<file path="src/rtl/c1541_head_ctrl.sv">
// c1541_head_ctrl: 1541 half-track stepper tracking, head settle timing and
// track-buffer save/load sequencing with activity write-back and disk-change reload.
module c1541_head_ctrl #(
    parameter int SETTLE_CYC = 2000,
    parameter int HT_INIT    = 36,
    parameter int HT_MAX     = 80
) (
    input  logic       clk_c1541,
    input  logic       reset,
    input  logic       ce,
    input  logic       mtr,
    input  logic [1:0] stp,
    input  logic       act,
    input  logic       buff_we,
    input  logic       disk_change,
    input  logic       busy,
    output logic [6:0] half_track,
    output logic [5:0] track,
    output logic       tr00_sense_n,
    output logic       save_req,
    output logic       load_req,
    output logic       ready,
    output logic       dirty
);
    localparam int CW = SETTLE_CYC > 1 ? $clog2(SETTLE_CYC) : 1;
    localparam logic [2:0] S_IDLE      = 3'd0;
    localparam logic [2:0] S_SETTLE    = 3'd1;
    localparam logic [2:0] S_SAVE      = 3'd2;
    localparam logic [2:0] S_SAVE_WAIT = 3'd3;
    localparam logic [2:0] S_LOAD      = 3'd4;
    localparam logic [2:0] S_LOAD_WAIT = 3'd5;
    logic [2:0]    state, state_nx;
    logic [1:0]    stp_r, pos, pos_r;
    logic          act_r, dc_r, dc_pend, step_pend, after_idle;
    logic          step_in, step_out, step, dc_edge, dc_any, step_any, act_fall, settled, wait_st;
    logic [CW-1:0] cnt;
    logic [6:0]    ht_nx;
    // swapping the phase bits turns the inward sequence 0,2,1,3 into a plain 2-bit count
    assign pos          = {stp[0], stp[1]};
    assign pos_r        = {stp_r[0], stp_r[1]};
    assign step_in      = mtr && (pos == pos_r + 2'd1);
    assign step_out     = mtr && (pos == pos_r - 2'd1);
    assign step         = step_in || step_out;
    assign ht_nx        = step_in  ? (half_track == 7'(HT_MAX) ? half_track : half_track + 7'd1) :
                          step_out ? (half_track <= 7'd1 ? half_track : half_track - 7'd1) : half_track;
    assign dc_edge      = disk_change && !dc_r;
    assign act_fall     = act_r && !act;
    assign settled      = cnt == CW'(SETTLE_CYC - 1);
    assign wait_st      = state == S_SAVE_WAIT || state == S_LOAD_WAIT;
    assign dc_any       = dc_pend || dc_edge;
    assign step_any     = step_pend || step;
    assign ready        = state == S_IDLE;
    assign tr00_sense_n = half_track > 7'd1;
    always_comb begin
        state_nx = state;
        case (state)
            S_IDLE:      state_nx = step ? S_SETTLE : (act_fall && dirty) ? S_SAVE : S_IDLE;
            S_SETTLE:    state_nx = (step || !settled) ? S_SETTLE : (half_track[6:1] == track) ? S_IDLE :
                                    dirty ? S_SAVE : S_LOAD;
            S_SAVE:      state_nx = busy ? S_SAVE_WAIT : S_SAVE;
            S_SAVE_WAIT: state_nx = busy ? S_SAVE_WAIT : (dc_any || !after_idle) ? S_LOAD :
                                    step_any ? S_SETTLE : S_IDLE;
            S_LOAD:      state_nx = (busy && load_req) ? S_LOAD_WAIT : S_LOAD;
            S_LOAD_WAIT: state_nx = busy ? S_LOAD_WAIT : dc_any ? S_LOAD : step_any ? S_SETTLE : S_IDLE;
            default:     state_nx = S_LOAD;
        endcase
        if (dc_edge && !wait_st) state_nx = S_LOAD;
    end
    always_ff @(posedge clk_c1541) begin
        if (reset) begin
            state      <= S_LOAD;
            half_track <= 7'(HT_INIT);
            track      <= 6'(HT_INIT >> 1);
            stp_r      <= 2'd0;
            act_r      <= 1'b0;
            dc_r       <= 1'b0;
            dc_pend    <= 1'b0;
            step_pend  <= 1'b0;
            after_idle <= 1'b0;
            cnt        <= '0;
            dirty      <= 1'b0;
            save_req   <= 1'b0;
            load_req   <= 1'b0;
        end else if (ce) begin
            state      <= state_nx;
            half_track <= ht_nx;
            stp_r      <= stp;
            act_r      <= act;
            dc_r       <= disk_change;
            dc_pend    <= state_nx != S_LOAD && (dc_pend || (dc_edge && wait_st));
            step_pend  <= state_nx != S_SETTLE && (step_pend || (step && state != S_IDLE && state != S_SETTLE));
            cnt        <= (state_nx == S_SETTLE && (state != S_SETTLE || step)) ? '0 : settled ? cnt : cnt + CW'(1);
            dirty      <= (disk_change || (state == S_SAVE && busy)) ? 1'b0 : (dirty || buff_we);
            save_req   <= state_nx == S_SAVE;
            load_req   <= state_nx == S_LOAD;
            if (state_nx == S_LOAD && (state != S_LOAD || dc_edge)) track <= ht_nx[6:1];
            if (state_nx == S_SAVE && state != S_SAVE) after_idle <= state == S_IDLE;
        end
    end
endmodule

</file>
<file path="config.mk">
export PLATFORM = sky130hd
export DESIGN_NAME = c1541_head_ctrl
export DESIGN_NICKNAME = d
export VERILOG_FILES = /design/src/rtl/c1541_head_ctrl.sv
export SDC_FILE = /design/constraint.sdc
export NUM_CORES = 1
export LEC_CHECK = 0
export BUFFER_PORTS_ARGS = -buffer_cell sky130_fd_sc_hd__buf_2
export CAP_MARGIN = 15
export CORE_MARGIN = 2
export CORE_UTILIZATION = 58
export CTS_CLUSTER_SIZE = 8
export DETAILED_ROUTE_END_ITERATION = 10
export MAX_ROUTING_LAYER = met4
export PLACE_DENSITY = 0.84
export SETUP_SLACK_MARGIN = 0.5
export SLEW_MARGIN = 20
export SYNTH_ARGS = -nofsm -noshare
export SYNTH_HDL_FRONTEND = slang
export SYNTH_SLANG_ARGS = --single-unit
</file>
<file path="constraint.sdc">
create_clock -name clk_c1541 -period 2.3 [get_ports clk_c1541]
set_input_delay 0.46 -clock clk_c1541 [delete_from_list [all_inputs] [get_ports clk_c1541]]
set_output_delay 0.46 -clock clk_c1541 [all_outputs]
set_load 0.02 [all_outputs]
</file>
==> results of run 1 <==
==> critical path, stage by stage, from the launching register on <==
cell and delay [ns]:
dfxtp_2 0.36, ha_4 0.13, nand4_1 0.11, or4_4 0.47, a221oi_4 0.36, o211ai_1 0.27, nor3_1 0.30, nor3_1 0.07
==> routing by layer <==
layer | track usage | routed length, um
met2 | 0.543 | 3720
met1 | 0.361 | 2810
met3 | 0.0450 | 517
met4 | 0.133 | 303
met5 | - | 0
==> power by group through the flow <==
| stage | Sequential, mW | Combinational, mW | Clock [mW] |
|---|---|---|---|
| 5_1_grt | 0.708 | 0.484 | 0.619 |
| 4_1_cts | 0.702 | 0.401 | 0.600 |
| 3_3_place_gp | 0.718 | 0.350 | 0 |
| 6_report | 0.706 | 0.457 | 0.596 |
| 2_1_floorplan | 0.729 | 0.248 | 0 |
| 3_5_place_dp | 0.719 | 0.355 | 0 |
==> final timing paths <==
check                           cells after the start  endpoint  slack (ns)
worst max-delay path                                7  track[0]        0.10
worst min-delay path                                3     act_r        0.42
worst max register to register                      7  track[0]        0.10
worst min register to register                      2      dc_r        0.51
==> sequential cells by signal, indices dropped and copies added, names as in the netlist <==
register    flops
cnt            11
half_track      7
track           6
state           3
stp_r           2
act_r           1
after_idle      1
dc_pend         1
dc_r            1
dirty           1
load_req        1
save_req        1
step_pend       1
==> kinds of logic (layout without fill, tap and decap cells) <==
group | after synthesis | count (layout) | synth area share
AOI/OAI and AO/OA | 66 | 66 | 0.209
DFF | 37 | 37 | 0.314
and+or+nand+nor | 122 | 122 | 0.274
adders and majority gates | 5 | 5 | 0.0265
muxes | 11 | 11 | 0.0467
xor gates and xnor gates | 19 | 19 | 0.0828
buffers and inverters | 26 | 82 | 0.0472
==> final cells by class <==
type,instances,share of cell area
Sequential cell,37,0.238
Clock inverter,2,0.0117
Clock buffer,6,0.0258
Tap cell,50,0.0195
Timing Repair Buffer,65,0.142
Inverter,9,0.0105
Multi-Input combinational cell,223,0.552
==> timing repair <==
action / 4_1_cts / 5_1_grt
setup buffers: 14 / 6
pin swaps: 19 / 17
resized for setup: 36 / 20
endpoints found under the setup margin: 34 / 34
hold buffers: 0 / 0
gates cloned: 0 / 0
==> placed cells by master, fill, tap and decap left out, drive strengths merged, types with 6 or more instances in the layout <==
cell type / count
a211oi: 6
a21oi: 16
buf: 65
clkbuf: 6
dfxtp: 37
inv: 9
mux2i: 11
nand2: 20
nand3: 16
nand4: 8
nor2: 36
nor3: 15
o21ai: 8
xnor2: 13
==> run metrics, run 1 <==
ANT cells 0; final setup margin 0.105 ns; clock-pin slew on the worst setup and hold paths 0.08 ns; Post-synth EDFFs 0; Worst Hold Margin 0.422 ns; Synth Register Bits 37; Sequential Area 764 um2; fraction of registers with async set/reset 0; H-Tree Level Count 2; DR vias 2544; # nets final 356; starting density of the core 0.598; PwrDens 549 nW/um2; Final period util 0.955; DP Area 2690 um2; I/O Pins 28; Power Total 1.76 mW; final setup fails 0; drt total wl 7350 um; worst-skew pair later-pin latency 0.30 ns; DR vias/cell 6.49; die area 4590 um2; Antenna Nets Post-Route 0; post-route design area 3210 um2; Slew headroom 0.643; CP Capture Type flop; initial drt markers 303; GRT overflow 0; max_cap viols 0; initial antenna violation count 0; Clock Sinks 37; CP startpoint cnt[0]; Mapped Area 2360 um2; sequential share of the synthesized area 0.314; leading post-synthesis cells by cell area dfxtp_1 (31%), xnor2_1 (4.8%), mux2i_1 (4.7%), nor2_1 (4.5%), nand3_1 (3.4%); Non-Filler Instances 392; Int Pwr 1.22 mW; first-pass GRT wire length 10600 um; area leader, netlist dfxtp_1; Total GRT Usage 0.314; DR pass1 iterations 5; final hold vios 0; Switching Fraction 0.309; Setup crit start kind flop; Fin Clk Skew 0.00815 ns; post-synth top area share 0.314; Longest Clk Path Bufs 2; required time worst endpoint 2.47 ns; Syn Inst Count 286; Placed Cells incl. Taps 364; hold crit path type input pin to flop; core area 3940 um2; cell with the most instances after synthesis dfxtp_1; Post-synth top cells dfxtp_1 (37), nor2_1 (28), nand2_1 (20), nand3_1 (16); synth unique cells 62; unrepaired setup endpoints after global routing yes; total CTS buffers 5; worst vdd ir 0.406 mV; clock group share of total power 0.339; area of the multi-input gates 1770 um2; measured slew at the worst slew-check pin 0.535 ns; YS warnings 0; sequential share of power 0.401; CP Class flop to flop; DRC viols 0; RD Place Congestion 0.880; num rows 23; wire per inst 18.7 um; Root Buffer clkbuf_8; largest net degree at the start of global routing 24; hpwl dp 4150 um; Fillers 227; pre-CTS setup slack 0.0391 ns; die width 67.8 um; Main synth FF type dfxtp_1; fin. max-slew vios 0; syn_area_per_cell 8.25 um2; r2r startpoint cnt[0]; Leakage Power 1.23 nW; die height 67.8 um; IO buf count 27; CTS tree built; hold_sp act; Worst Path Arrival 2.37 ns; status finished clean; vias in the first global route 2246; Crit Path Max Fanout 5; Period minus WS final 2.20 ns; power share of the combinational group 0.260; layout cells sized above 1 0.409; Max Clk Rate 456 MHz; Synth Net Count 301; Layout area overhead 36.0%; Layout Utilization 0.813; P_sw 0.544 mW; total negative setup slack 0 ns
Note: power is estimated with default switching activity, not from simulation.
==> run 2: changes to the inputs <==
--- a/config.mk
+++ b/config.mk
@@ -8,11 +8,11 @@
 export BUFFER_PORTS_ARGS = -buffer_cell sky130_fd_sc_hd__buf_2
 export CAP_MARGIN = 15
 export CORE_MARGIN = 2
-export CORE_UTILIZATION = 58
+export CORE_UTILIZATION = 38
 export CTS_CLUSTER_SIZE = 8
 export DETAILED_ROUTE_END_ITERATION = 10
 export MAX_ROUTING_LAYER = met4
-export PLACE_DENSITY = 0.84
+export PLACE_DENSITY = 0.61
 export SETUP_SLACK_MARGIN = 0.5
 export SLEW_MARGIN = 20
 export SYNTH_ARGS = -nofsm -noshare
==> run 2 against run 1 <==
Compared with the run above: worst hold slack better by 0.0012 ns; wire length shrank 9.9%; largest cell class unchanged; die area grew 49%; largest power group unchanged; highest routed layer unchanged; first-iteration DRC count down 50%; final area down 2.6%; non-clock buffer count is 1 lower; register-to-register slack improved by 0.02 ns; sequential share of layout area increased by 0.56 points; combinational power fell by 6.1%; core utilization down 29 points.
==> run metrics, run 2 (synthesis gave the netlist of run 1 again) <==
Fin Clk Skew 0.00359 ns (-0.00456 ns); commonest non-fill, non-tap cell in the layout buf_4; initial drt markers 153 (-50%); post-route design area 3120 um2 (-2.6%); Total GRT Usage 0.207 (-0.107); Longest Clk Path Bufs 2 (unchanged); IO buf count 27 (unchanged); num rows 28 (+22%); Setup crit start kind flop; total CTS buffers 5 (unchanged); hold_sp act; worst-skew pair later-pin latency 0.29 ns (about the same); H-Tree Level Count 2 (unchanged); layout cells sized above 1 0.381 (-0.0281); # nets final 355 (-0.28%); Fillers 582 (+160%); RD Place Congestion 0.872 (-0.84%); measured slew at the worst slew-check pin 0.500 ns (-0.0349 ns); Non-Filler Instances 416 (+6.1%); CP Class flop to flop; Layout Utilization 0.524 (-0.289); initial antenna violation count 0 (unchanged); Crit Path Max Fanout 11 (+6); status finished clean; vias in the first global route 2123 (-5.5%); required time worst endpoint 2.52 ns (+0.05 ns); DR vias/cell 5.61 (-14%); largest net degree at the start of global routing 24 (unchanged); first-pass GRT wire length 10500 um (-0.72%); die height 82.8 um (+22%); max reg flops 11 (unchanged); worst vdd ir 0.330 mV (-19%); ANT cells 0 (unchanged); CTS tree built; hpwl dp 4470 um (+7.7%); Reg with most FFs cnt; total negative setup slack 0 ns (unchanged); CP startpoint cnt[1]; Max Clk Rate 460 MHz (+0.98%); Regs by FF count cnt (11), half_track (7), track (6); starting density of the core 0.396 (-0.202); unrepaired setup endpoints after global routing yes; max_cap viols 0 (unchanged); clock-pin slew on the worst setup and hold paths 0.07 ns (about the same); GRT overflow 0 (unchanged); hold crit path type input pin to flop; Layout area overhead 32.4%; Final period util 0.945 (-0.00925); Slew headroom 0.665 (+0.0224); DR pass1 iterations 4 (-1); most frequent cells in the layout buf_4 (36), nor2_1 (27), dfxtp_1 (26), buf_2 (26), nand2_1 (18); Period minus WS final 2.17 ns (-0.0213 ns); final setup fails 0 (unchanged); Root Buffer clkbuf_8; PwrDens 551 nW/um2 (+0.35%); die width 82.8 um (+22%); wire per inst 15.9 um (-15%); CP Capture Type flop; Leakage Power 1.19 nW (-3.0%); Placed Cells incl. Taps 392 (+7.7%); Clock Sinks 37 (unchanged); die area 6850 um2 (+49%); final hold vios 0 (unchanged); Sequential Area 762 um2 (-0.33%); Worst Hold Margin 0.423 ns (+0.00124 ns); area of the multi-input gates 1690 um2 (-4.9%); Worst Path Arrival 2.39 ns (+0.02 ns); r2r startpoint cnt[1]; core area 5960 um2 (+51%); DR vias 2332 (-8.3%); DRC viols 0 (unchanged); DP Area 2750 um2 (+2.0%); I/O Pins 28 (unchanged); Antenna Nets Post-Route 0 (unchanged); fin. max-slew vios 0 (unchanged); drt total wl 6620 um (-9.9%)
[run 2: changes by cell type in the layout (fill, tap and decap cells not counted), sizes merged]
cell / delta
clkbuf: +1
buf: -1
clkinvlp: -1
[run 2: final cells by class]
| class | count | share of cell area |
|---|---|---|
| multi-input combinational | 223 | 0.540 |
| sequential | 37 | 0.244 |
| timing repair buffer | 64 | 0.138 |
| tap | 75 | 0.0300 |
| clock buffer | 7 | 0.0276 |
| inverter | 9 | 0.0108 |
| clock inverter | 1 | 0.00962 |
[run 2: worst paths after layout]
path                               end  slack (ns)  cells past startpoint
worst max register to register  cnt[2]        0.13                      8
worst min register to register   act_r        0.50                      2
worst min-delay path             act_r        0.42                      3
worst max-delay path            cnt[2]        0.13                      8
[run 2: stage by stage]
stage / setup slack (ns) / power [mW]
after detailed placement: 0.0106 / 1.08
after global routing: 0.0468 / 1.81
after CTS: 0.129 / 1.71
after global placement: 0.0748 / 1.08
after floorplan: 0.275 / 0.977
final: 0.126 / 1.72
[run 2: worst max-delay path, stage by stage, from the launching register on]
cell and delay (ns):
dfxtp_2 0.36, ha_4 0.14, nand4_1 0.11, or4_4 0.52
a221oi_4 0.35, a21boi_2 0.11, a41o_1 0.26, buf_12 0.16
nor3_4 0.10
[run 2: metal layers]
layer | GRT usage | share of wire | vias up
met5 | - | 0 | -
met4 | 0.0574 | 0.013 | 0
met3 | 0.0357 | 0.061 | 9
met2 | 0.340 | 0.49 | 81
met1 | 0.263 | 0.44 | 1096
li1 | - | - | 1146
[run 2: timing repair]
action                                  4_1_cts  5_1_grt
endpoints found under the setup margin       32       34
pin swaps                                    22       13
setup buffers                                11        5
hold buffers                                  0        0
resized for setup                            21       17
hold endpoints to repair                      0        0
[run 2: where the power goes]
group	total [mW]	internal [mW]	leakage, nW	switching [mW]
clock network	0.589	0.354	0.0585	0.236
logic	0.429	0.184	0.827	0.244
registers	0.701	0.669	0.305	0.0328
